**src/rtl/billiard_pkg.sv**
```systemverilog
// Shared constants for the billiard table renderer: transparency code,
// pocket count limit, default pocket placement and the blink-phase helper.
package billiard_pkg;

    localparam int         MAX_HOLES            = 8;
    localparam logic [7:0] TRANSPARENT_ENCODING = 8'hFF;

    typedef logic [MAX_HOLES-1:0][10:0] coord_tab_t;

    // Entry i is pocket i (concatenation lists index 7 down to 0).
    // Pockets 0..5: TL, TC, TR, BL, BC, BR on a 640x480 table; 6..7 are spare.
    localparam coord_tab_t DEFAULT_HOLE_X = {11'd0, 11'd0, 11'd608, 11'd304,
                                             11'd0, 11'd608, 11'd304, 11'd0};
    localparam coord_tab_t DEFAULT_HOLE_Y = {11'd0, 11'd0, 11'd448, 11'd448,
                                             11'd448, 11'd0, 11'd0, 11'd0};

    function automatic logic flash_phase(input logic [7:0] t, input int blink_bit);
        return (t != 8'd0) && t[blink_bit];
    endfunction

endpackage

```
**src/rtl/pocket_array_draw_if.sv**
```systemverilog
// Pixel/frame inputs and drawing outputs of the pocket renderer.
interface pocket_array_draw_if #(
    parameter int N_HOLES = 6
);
    logic                      startOfFrame;
    logic signed [10:0]        pixelX;
    logic signed [10:0]        pixelY;
    logic [N_HOLES-1:0]        pocketHit;
    logic                      drawingRequestHole;
    logic [7:0]                RGBoutHole;
    logic [2:0]                holeIndex;

    modport master (
        output startOfFrame, pixelX, pixelY, pocketHit,
        input  drawingRequestHole, RGBoutHole, holeIndex
    );

    modport slave (
        input  startOfFrame, pixelX, pixelY, pocketHit,
        output drawingRequestHole, RGBoutHole, holeIndex
    );
endinterface

```
**src/rtl/pocket_flash_timer.sv**
```systemverilog
// Per-pocket flash countdown: a hit reloads, each frame start counts down to 0.
module pocket_flash_timer #(
    parameter int FLASH_FRAMES = 32
) (
    input  logic       clk,
    input  logic       resetN,
    input  logic       startOfFrame,
    input  logic       hit,
    output logic [7:0] timer
);

    logic [7:0] timer_d, timer_q;

    // A hit outranks the frame tick, so a same-cycle hit never loses a frame.
    always_comb begin
        timer_d = timer_q;
        if (hit)
            timer_d = 8'(FLASH_FRAMES);
        else if (startOfFrame && (timer_q != 8'd0))
            timer_d = timer_q - 8'd1;
    end

    always_ff @(posedge clk or negedge resetN) begin
        if (!resetN) timer_q <= 8'd0;
        else         timer_q <= timer_d;
    end

    assign timer = timer_q;

endmodule

```
**src/rtl/pocket_array_draw.sv**
```systemverilog
// Draws N_HOLES circular pockets with optional blink highlight; 2-cycle pipe:
// stage 1 = offsets + box test, stage 2 = circle test, priority, colour.
module pocket_array_draw
    import billiard_pkg::*;
#(
    parameter int                       N_HOLES      = 6,
    parameter int                       RADIUS       = 16,
    parameter logic [N_HOLES-1:0][10:0] HOLE_X       = DEFAULT_HOLE_X[N_HOLES-1:0],
    parameter logic [N_HOLES-1:0][10:0] HOLE_Y       = DEFAULT_HOLE_Y[N_HOLES-1:0],
    parameter logic [7:0]               HOLE_COLOR   = 8'h00,
    parameter logic [7:0]               FLASH_COLOR  = 8'hFC,
    parameter int                       FLASH_FRAMES = 32,
    parameter int                       BLINK_BIT    = 2
) (
    input logic                 clk,
    input logic                 resetN,
    pocket_array_draw_if.slave  bus
);

    localparam int                 STAGES = 2;
    localparam logic signed [12:0] BOX    = 13'(2 * RADIUS);
    localparam logic signed [31:0] R2     = 32'(4 * RADIUS * RADIUS);

    // Stage 1 state
    logic [N_HOLES-1:0][12:0] dx_d, dx_q, dy_d, dy_q;
    logic [N_HOLES-1:0]       box_d, box_q;
    logic [STAGES:1]          vld_pipe_d, vld_pipe_q;

    // Stage 2 state
    logic [7:0] rgb_d, rgb_q;
    logic [2:0] idx_d, idx_q;

    logic [N_HOLES-1:0]      in_circ;
    logic [N_HOLES-1:0][7:0] col;
    logic [N_HOLES-1:0][7:0] timer;

    // Offsets are 13-bit signed: pixel is -1024..1023, corner 0..2047.
    always_comb begin
        dx_d  = '0;
        dy_d  = '0;
        box_d = '0;
        for (int i = 0; i < N_HOLES; i++) begin
            dx_d[i]  = {{2{bus.pixelX[10]}}, bus.pixelX} - {2'b00, HOLE_X[i]};
            dy_d[i]  = {{2{bus.pixelY[10]}}, bus.pixelY} - {2'b00, HOLE_Y[i]};
            box_d[i] = ($signed(dx_d[i]) >= 0) && ($signed(dx_d[i]) < BOX) &&
                       ($signed(dy_d[i]) >= 0) && ($signed(dy_d[i]) < BOX);
        end
    end

    assign vld_pipe_d = {vld_pipe_q[STAGES-1:1], 1'b1};

    genvar g;
    generate
        for (g = 0; g < N_HOLES; g++) begin : g_pocket
            logic signed [31:0] ox, oy, sq_sum;

            // Doubled offsets from the box centre keep the radius test integral.
            assign ox      = 2 * $signed(dx_q[g]) - (2 * RADIUS - 1);
            assign oy      = 2 * $signed(dy_q[g]) - (2 * RADIUS - 1);
            assign sq_sum  = ox * ox + oy * oy;
            assign in_circ[g] = box_q[g] && (sq_sum <= R2);

            pocket_flash_timer #(
                .FLASH_FRAMES (FLASH_FRAMES)
            ) u_timer (
                .clk          (clk),
                .resetN       (resetN),
                .startOfFrame (bus.startOfFrame),
                .hit          (bus.pocketHit[g]),
                .timer        (timer[g])
            );

            assign col[g] = flash_phase(timer[g], BLINK_BIT) ? FLASH_COLOR : HOLE_COLOR;
        end
    endgenerate

    // Descending scan so the lowest-index pocket is written last and wins.
    always_comb begin
        rgb_d = TRANSPARENT_ENCODING;
        idx_d = 3'd0;
        if (vld_pipe_q[1]) begin
            for (int i = N_HOLES - 1; i >= 0; i--) begin
                if (in_circ[i]) begin
                    rgb_d = col[i];
                    idx_d = 3'(i);
                end
            end
        end
    end

    always_ff @(posedge clk or negedge resetN) begin
        if (!resetN) begin
            dx_q       <= '0;
            dy_q       <= '0;
            box_q      <= '0;
            vld_pipe_q <= '0;
            rgb_q      <= TRANSPARENT_ENCODING;
            idx_q      <= 3'd0;
        end else begin
            dx_q       <= dx_d;
            dy_q       <= dy_d;
            box_q      <= box_d;
            vld_pipe_q <= vld_pipe_d;
            rgb_q      <= rgb_d;
            idx_q      <= idx_d;
        end
    end

    assign bus.RGBoutHole         = rgb_q;
    assign bus.holeIndex          = idx_q;
    assign bus.drawingRequestHole = vld_pipe_q[STAGES] && (rgb_q != TRANSPARENT_ENCODING);

endmodule

```
**src/flat_wrapper.sv**
```systemverilog
// flat-port wrapper written by rule: the top's interface ports become plain ports
module pocket_array_draw_flat import billiard_pkg::*;
#(
    parameter int                       N_HOLES      = 6,
    parameter int                       RADIUS       = 16,
    parameter logic [N_HOLES-1:0][10:0] HOLE_X       = DEFAULT_HOLE_X[N_HOLES-1:0],
    parameter logic [N_HOLES-1:0][10:0] HOLE_Y       = DEFAULT_HOLE_Y[N_HOLES-1:0],
    parameter logic [7:0]               HOLE_COLOR   = 8'h00,
    parameter logic [7:0]               FLASH_COLOR  = 8'hFC,
    parameter int                       FLASH_FRAMES = 32,
    parameter int                       BLINK_BIT    = 2
)
  (clk, resetN, bus_startOfFrame, bus_pixelX, bus_pixelY, bus_pocketHit, bus_drawingRequestHole, bus_RGBoutHole, bus_holeIndex);
  pocket_array_draw_if #(.N_HOLES(N_HOLES)) bus_i ();
  input logic clk;
  input logic resetN;
  input wire logic [$bits(bus_i.startOfFrame)-1:0] bus_startOfFrame;
  input wire logic [$bits(bus_i.pixelX)-1:0] bus_pixelX;
  input wire logic [$bits(bus_i.pixelY)-1:0] bus_pixelY;
  input wire logic [$bits(bus_i.pocketHit)-1:0] bus_pocketHit;
  output wire logic [$bits(bus_i.drawingRequestHole)-1:0] bus_drawingRequestHole;
  output wire logic [$bits(bus_i.RGBoutHole)-1:0] bus_RGBoutHole;
  output wire logic [$bits(bus_i.holeIndex)-1:0] bus_holeIndex;
  assign bus_i.startOfFrame = bus_startOfFrame;
  assign bus_i.pixelX = bus_pixelX;
  assign bus_i.pixelY = bus_pixelY;
  assign bus_i.pocketHit = bus_pocketHit;
  assign bus_drawingRequestHole = bus_i.drawingRequestHole;
  assign bus_RGBoutHole = bus_i.RGBoutHole;
  assign bus_holeIndex = bus_i.holeIndex;
  pocket_array_draw #(.N_HOLES(N_HOLES), .RADIUS(RADIUS), .HOLE_X(HOLE_X), .HOLE_Y(HOLE_Y), .HOLE_COLOR(HOLE_COLOR), .FLASH_COLOR(FLASH_COLOR), .FLASH_FRAMES(FLASH_FRAMES), .BLINK_BIT(BLINK_BIT)) u_core (.clk(clk), .resetN(resetN), .bus(bus_i));
endmodule
```
**config.mk**
```make
export PLATFORM = sky130hd
export DESIGN_NAME = pocket_array_draw_flat
export DESIGN_NICKNAME = d
export VERILOG_FILES = /design/src/rtl/billiard_pkg.sv /design/src/rtl/pocket_array_draw_if.sv /design/src/rtl/pocket_flash_timer.sv /design/src/rtl/pocket_array_draw.sv /design/src/flat_wrapper.sv
export SDC_FILE = /design/constraint.sdc
export NUM_CORES = 2
export LEC_CHECK = 0
export BUFFER_PORTS_ARGS = -buffer_cell sky130_fd_sc_hd__buf_2
export CAP_MARGIN = 20
export CORE_MARGIN = 2
export CORE_UTILIZATION = 45
export CTS_BUF_LIST = sky130_fd_sc_hd__clkbuf_8
export CTS_CLUSTER_SIZE = 20
export DETAILED_ROUTE_END_ITERATION = 6
export PLACE_DENSITY = 0.71
export SYNTH_ARGS = -nofsm -noshare
export SYNTH_HDL_FRONTEND = slang
export SYNTH_HIERARCHICAL = 1
export SYNTH_SLANG_ARGS = --single-unit
```
**constraint.sdc**
```tcl
create_clock -name clk -period 10.68 [get_ports clk]
set_clock_uncertainty 0.2 [all_clocks]
set_input_delay 1.602 -clock clk [delete_from_list [all_inputs] [get_ports clk]]
set_output_delay 1.602 -clock clk [all_outputs]
set_load 0.01 [all_outputs]
```
After elaboration in Yosys (flattened, before gate mapping) --
Cells that the tools add are included.
Cells by class: div/mod/pow operators 0, $lt $le $gt $ge 16, reductions and logical operators 46, shift operators 0, bitwise operators 0, $add $sub $neg 20, mux-type cells 32, multipliers 5, equality and inequality tests 1
Operators by type and width (number):
- $mux W8 | 25
- $add A32 B32 Y32 | 6
- $le A32 B12 Y1 const B | 6
- $mul A32 B32 Y32 | 5
- $reduce_bool A8 Y1 | 6
- $sub A8 B1 Y8 const B | 6
- $sub A13 B6 Y14 const B | 3
- $ge A12 B1 Y1 const B | 3
- $lt A12 B7 Y1 const B | 3
- $logic_and A1 B1 Y1 | 34
- $sub A12 B6 Y13 const B | 2
- $sub A11 B10 Y12 const B | 2
- $ge A11 B1 Y1 const B | 2
- $lt A11 B7 Y1 const B | 2
- $mux W3 | 7
- $reduce_bool A2 Y1 | 6
- $sub A11 B11 Y12 const B | 1
- $ne A8 B8 Y1 const B | 1
Word-level totals: memories 0, ROM bits 0, bits in writable memories 0, output and inout bits 12, register bits 125, word-level logic and storage cells 135, input bits 31, bits in latches 0

Longest topological paths before layout --
word-level depth 12, gate-level depth with buffers 48, depth with buffers taken out 46

Modules after synthesis --
The synthesis kept the hierarchy.
By module, submodules not included:
- pocket_array_draw | cells an instance 4513, area an instance 40443.8 um^2, times used 1, sequential area each 1403.8 um^2
- pocket_flash_timer | cells an instance 48, area an instance 489.2 um^2, times used 6, sequential area each 200.2 um^2

Least setup slack after synthesis --
No wires, ideal clock.
path type register to register, start register u_core/dx_q[69] (netlist bit), end register u_core.idx_q[0], in the netlist u_core/bus.holeIndex[0], library setup time 0.099 ns, clock period less this slack 10.577 ns, data arrival time 10.278 ns, data required time 10.381 ns, slack 0.103 ns, buffers on the path 1, cell stages (with the launch flop) 45, cells stage by stage dfrtp_1 clkbuf_1 clkinv_1 ha_1 inv_1 nor3_1 xnor2_1 clkinv_1 and2_1 fa_1 inv_1 fa_1 inv_1 fa_1 fa_1 fa_1 inv_1 fa_1 [9 not listed] a21o_1 a21o_1 a21oi_1 xnor2_1 ha_1 inv_1 nor3_1 nor4_1 o211ai_1 a2111oi_0 o2111ai_1 nor4_1 o2111ai_1 nor3_1 nand3_1 o2bb2ai_1 nand3b_1 a311oi_1
On the way: longest elaborated chain between the ends 12, elaborated cells between the ends (all ways) 15, those cells by class 3 x add/sub; 1 x mul; 2 x order compare; 7 x mux; 2 x reduce/logical
RTL lines:
- start, declared | RTL line pocket_array_draw.sv:25 | logic [N_HOLES-1:0][12:0] dx_d, dx_q, dy_d, dy_q;
- start signal, assigned | RTL line pocket_array_draw.sv:93 | dx_q <= '0;
- start signal, assigned | RTL line pocket_array_draw.sv:100 | dx_q <= dx_d;
- $sub A13 B6 Y14 (*)
- $mul A32 B32 Y32 (*)
- $add A32 B32 Y32 | RTL line pocket_array_draw.sv:60 | assign sq_sum = ox * ox + oy * oy;
- $le A32 B12 Y1 | RTL line pocket_array_draw.sv:61 | assign in_circ[g] = box_q[g] && (sq_sum <= R2);
- $logic_and A1 B1 Y1 | RTL line pocket_array_draw.sv:61
- $mux W3 (3 in a row) | RTL line pocket_array_draw.sv:83 | if (in_circ[i]) begin
- $mux W3 (*) (3 in a row) | RTL line pocket_array_draw.sv:83
- $mux W3 (*) | RTL line pocket_array_draw.sv:81 | if (vld_pipe_q[1]) begin
- via u_core.idx_d[0] | RTL line pocket_array_draw.sv:31 | logic [2:0] idx_d, idx_q;
- end signal, assigned | RTL line pocket_array_draw.sv:105 | idx_q <= idx_d;
- end, declared | RTL line pocket_array_draw.sv:31
Mark *: on every way through the listed nets, which the timed path passes. The rest lies on a longest branch. A chain may end at the register's enable or synchronous reset.

Final worst setup path --
start register u_core/dx_q[69] (netlist bit), end register u_core.rgb_q[6], in the netlist u_core/bus.RGBoutHole[6]
On the way: longest elaborated chain between the ends 12, elaborated cells between the ends (all ways) 15, those cells by class 3 x add/sub; 1 x mul; 2 x order compare; 7 x mux; 2 x reduce/logical
RTL lines:
- $sub A13 B6 Y14 (*)
- $mul A32 B32 Y32 (*)
- $add A32 B32 Y32 | RTL line pocket_array_draw.sv:60
- $le A32 B12 Y1 | RTL line pocket_array_draw.sv:61
- $logic_and A1 B1 Y1 | RTL line pocket_array_draw.sv:61
- $mux W8 (3 in a row) | RTL line pocket_array_draw.sv:83
- $mux W8 (*) (3 in a row) | RTL line pocket_array_draw.sv:83
- $mux W8 (*) | RTL line pocket_array_draw.sv:81
- end signal, assigned | RTL line pocket_array_draw.sv:104 | rgb_q <= rgb_d;
- end, declared | RTL line pocket_array_draw.sv:30 | logic [7:0] rgb_d, rgb_q;
Every way passes the cells marked *; elsewhere a longest branch is shown, timed or not.

==> summary.txt <==
Outcome
  • Status: finished, final reports clean

CTS
  • CTS tree: built
  • Clk_lat worst skew: 0.48 ns
  • Max clock buf depth: 2
  • CTS H-tree lvls: 3
  • Hold-fix buffers, CTS: 0
  • Num CTS Buffers: 9
  • Worst-path clk slew: 0.12 ns
  • TritonCTS sink count: 104
  • Clock root buffer: clkbuf_8

Drt
  • Residual DRC: 0
  • DR vias: 33200
  • Drt total wl: 103000 um
  • Routed WL per cell: 16.6 um
  • Drt pass-1 iters: 7
  • Vias per std cell: 5.32
  • DR iter-0 viols: 2354
  • ANT nets after route: 0

Yosys
  • Xor-xnor portion of the synthesized cell area: 0.0489
  • Asr flop ratio synth: 1.00
  • Ranking of synthesized cells by area: fa_1, ha_1, inv_1
  • Cell variety after synth: 102
  • Main combinational cell family by area after synthesis: adder cells
  • Post-synthesis mux area share: 0.0134
  • Instance count of the mapped netlist: 4801
  • Yosys top cell area share: 0.378
  • Post-Synth Simple-Gate Area: 0.126
  • Post-synthesis adder-cell area fraction: 0.532
  • EDFF count, synth: 0
  • Post-synthesis sequential area ratio: 0.0601
  • Warnings, synthesis: 6
  • Compound-cell area share of the yosys netlist: 0.113
  • Post-synth top area cell: fa_1
  • Cell area after synthesis: 0.0434 sq mm
  • Synthesized area per cell: 9.04 sq um
  • Synth Net Count: 6182
  • Top_reg_cell synth: dfrtp_1
  • Top-count cell post-synth: inv_1
  • Synth Register Bits: 104
  • Synth top cells by count: inv_1, fa_1, ha_1

Critical path
  • Crit end category: register
  • Top cell by count, worst path: fa_1
  • Reg2reg end: u_core/bus.RGBoutHole[6]$_DFF_PN1_
  • Worst EP arrival: 10.44 ns
  • Critical path fanouts, max: 9
  • Worst R2R Start: u_core/dx_q[69]$_DFF_PN0_
  • Critical Path Start Type: register
  • Slowest library cell on the worst path: fa_1
  • Crit path buffers/inverters: 11
  • Worst path max stage delay: 0.54 ns
  • Cell family with most CP delay: adder cells
  • Critical path class: register to register
  • Flop2flop setup slack: 0.42 ns
  • Worst r2r path cells: 41
  • WP data required: 10.86 ns

Layout
  • Layout cells sized above 1: 0.0868
  • Post-route cell area: 0.0469 sq mm
  • Fin cells: 6235
  • Area growth, synth to finish: 8.21%
  • Net count, final: 6344

GRT
  • First-pass GRT wire length: 172000 um
  • Remaining Overflow, GRT: 0
  • Initial antenna violation count: 2
  • Largest net degree at the start of global routing: 68
  • Vias in the first global route: 34400
  • Total GRT Usage: 0.217

Placement
  • IO buf count: 42
  • Post-placement cell count: 6202
  • Area post-placement: 0.0461 sq mm
  • Hpwl dp: 89300 um
  • Gpl congestion: 0.943

Timing
  • Final setup fails: 0
  • Fin. max-slew vios: 0
  • Min Tclk post-route: 10.26 ns
  • Max-slew headroom: 0.338
  • Tcrit/Tclk final: 0.961
  • Fmax: 0.0975 GHz
  • Final hold vios: 0
  • Worst Max-Slew Pin Slew: 0.993 ns
  • Final hold slack: 0.283 ns

Die
  • Core area: 0.0953 sq mm
  • Initial Utilization: 0.455
  • Die height: 314 um
  • Chip Width: 314 um
  • IO Count: 43
  • Rows: 113
  • Die area: 0.0989 sq mm

Run
  • Number of max-cap violations: 0

Min path
  • Hold Path Origin: u_core/vld_pipe_q[1]$_DFF_PN0_
  • Min-Delay Endpoint: u_core/vld_pipe_q[2]$_DFF_PN0_
  • Hold Crit Depth: 0
  • Hold WC Path Type: register to register
through the flow:
step	worst slack (ns)	util	setup TNS, ns
after global routing	-0.0536	0.493	-0.126
after CTS	0.0569	0.486	0
after floorplan	0.103	-	0
after detailed placement	-0.0178	0.484	-0.0178
final	0.419	0.493	0
after global placement	0.0383	0.484	0
final cells by class:
type,count,area (sq um)
Antenna cell,2,5.00
Clock inverter,7,68.8
Timing Repair Buffer,218,1560
Fill cell,8921,48400
Tap cell,1265,1580
Sequential cell,104,2610
Multi-Input combinational cell,3476,36600
Clock buffer,9,124
Inverter,1154,4350
cell usage in the layout (no fill, tap or decap), types with 27 or more instances in the layout:
| master | n |
|---|---|
| nor2_1 | 300 |
| buf_4 | 174 |
| nor2b_1 | 51 |
| a31oi_1 | 27 |
| xor2_1 | 66 |
| and2_1 | 66 |
| nor3_1 | 87 |
| a21oi_1 | 174 |
| inv_1 | 1130 |
| nand2_1 | 318 |
| dfrtp_1 | 100 |
| xnor2_1 | 158 |
| o21ai_0 | 104 |
| ha_1 | 522 |
| o21a_1 | 41 |
| o211ai_1 | 29 |
| a21o_1 | 83 |
| nand3_1 | 50 |
| mux2_2 | 34 |
| fa_1 | 817 |
| nand2b_1 | 35 |
| buf_2 | 41 |
worst reg2reg max path, delay by kind of cell, from the launching register on:
kind	cells	cell delay, ns
buf+inv	11	1.22
fa+ha+maj	10	4.43
xor+xnor	2	0.27
simple gates	8	1.32
compound gates	10	2.31
flops	1	0.42
layer usage:
metal,GRT usage,share of wire
met5,0,0
met4,0.0714,0.034
met3,0.0235,0.052
met2,0.362,0.48
met1,0.294,0.43
logic make-up (layout without fill, tap and decap cells):
group           Yosys count  after routing
flops                   104            104
buf+inv                1221           1388
fa+ha+maj              1352           1352
mux                      54             54
other cells               1              3
simple gates           1127           1127
compound gates          705            705
xor+xnor                237            237
flip-flops by register name, indices dropped and copies added, names as in the netlist:
register / count
u_core/bus.holeIndex: 3
u_core/dy_q: 17
u_core/dx_q: 26
u_core/bus.RGBoutHole: 2
u_core/vld_pipe_q: 2
u_core/box_q: 6
u_core/g_pocket.u_timer/timer: 48
worst max path at each step:
stage,from,to,slack (ns),cells after the start
floorplan,u_core/dx_q[69]$_DFF_PN0_,u_core/bus.holeIndex[0]$_DFF_PN0_,0.10,44
detailed placement,u_core/dy_q[70]$_DFF_PN0_,u_core/bus.RGBoutHole[6]$_DFF_PN1_,-0.02,39
finish,u_core/dx_q[69]$_DFF_PN0_,u_core/bus.RGBoutHole[6]$_DFF_PN1_,0.42,41
CTS,u_core/dy_q[70]$_DFF_PN0_,u_core/bus.RGBoutHole[6]$_DFF_PN1_,0.06,39
global route,u_core/dx_q[57]$_DFF_PN0_,u_core/bus.RGBoutHole[1]$_DFF_PN1_,-0.05,41
global placement,u_core/dy_q[70]$_DFF_PN0_,u_core/bus.RGBoutHole[6]$_DFF_PN1_,0.04,39
repair_timing:
item                                    4_1_cts  5_1_grt
resized for setup                             1      112
pin swaps                                     0       15
buffers inserted                              0       15
endpoints found under the setup margin        1        5
Power is not shown: default switching activity piles up to over one toggle a cycle in this logic, so the estimate is an artifact.
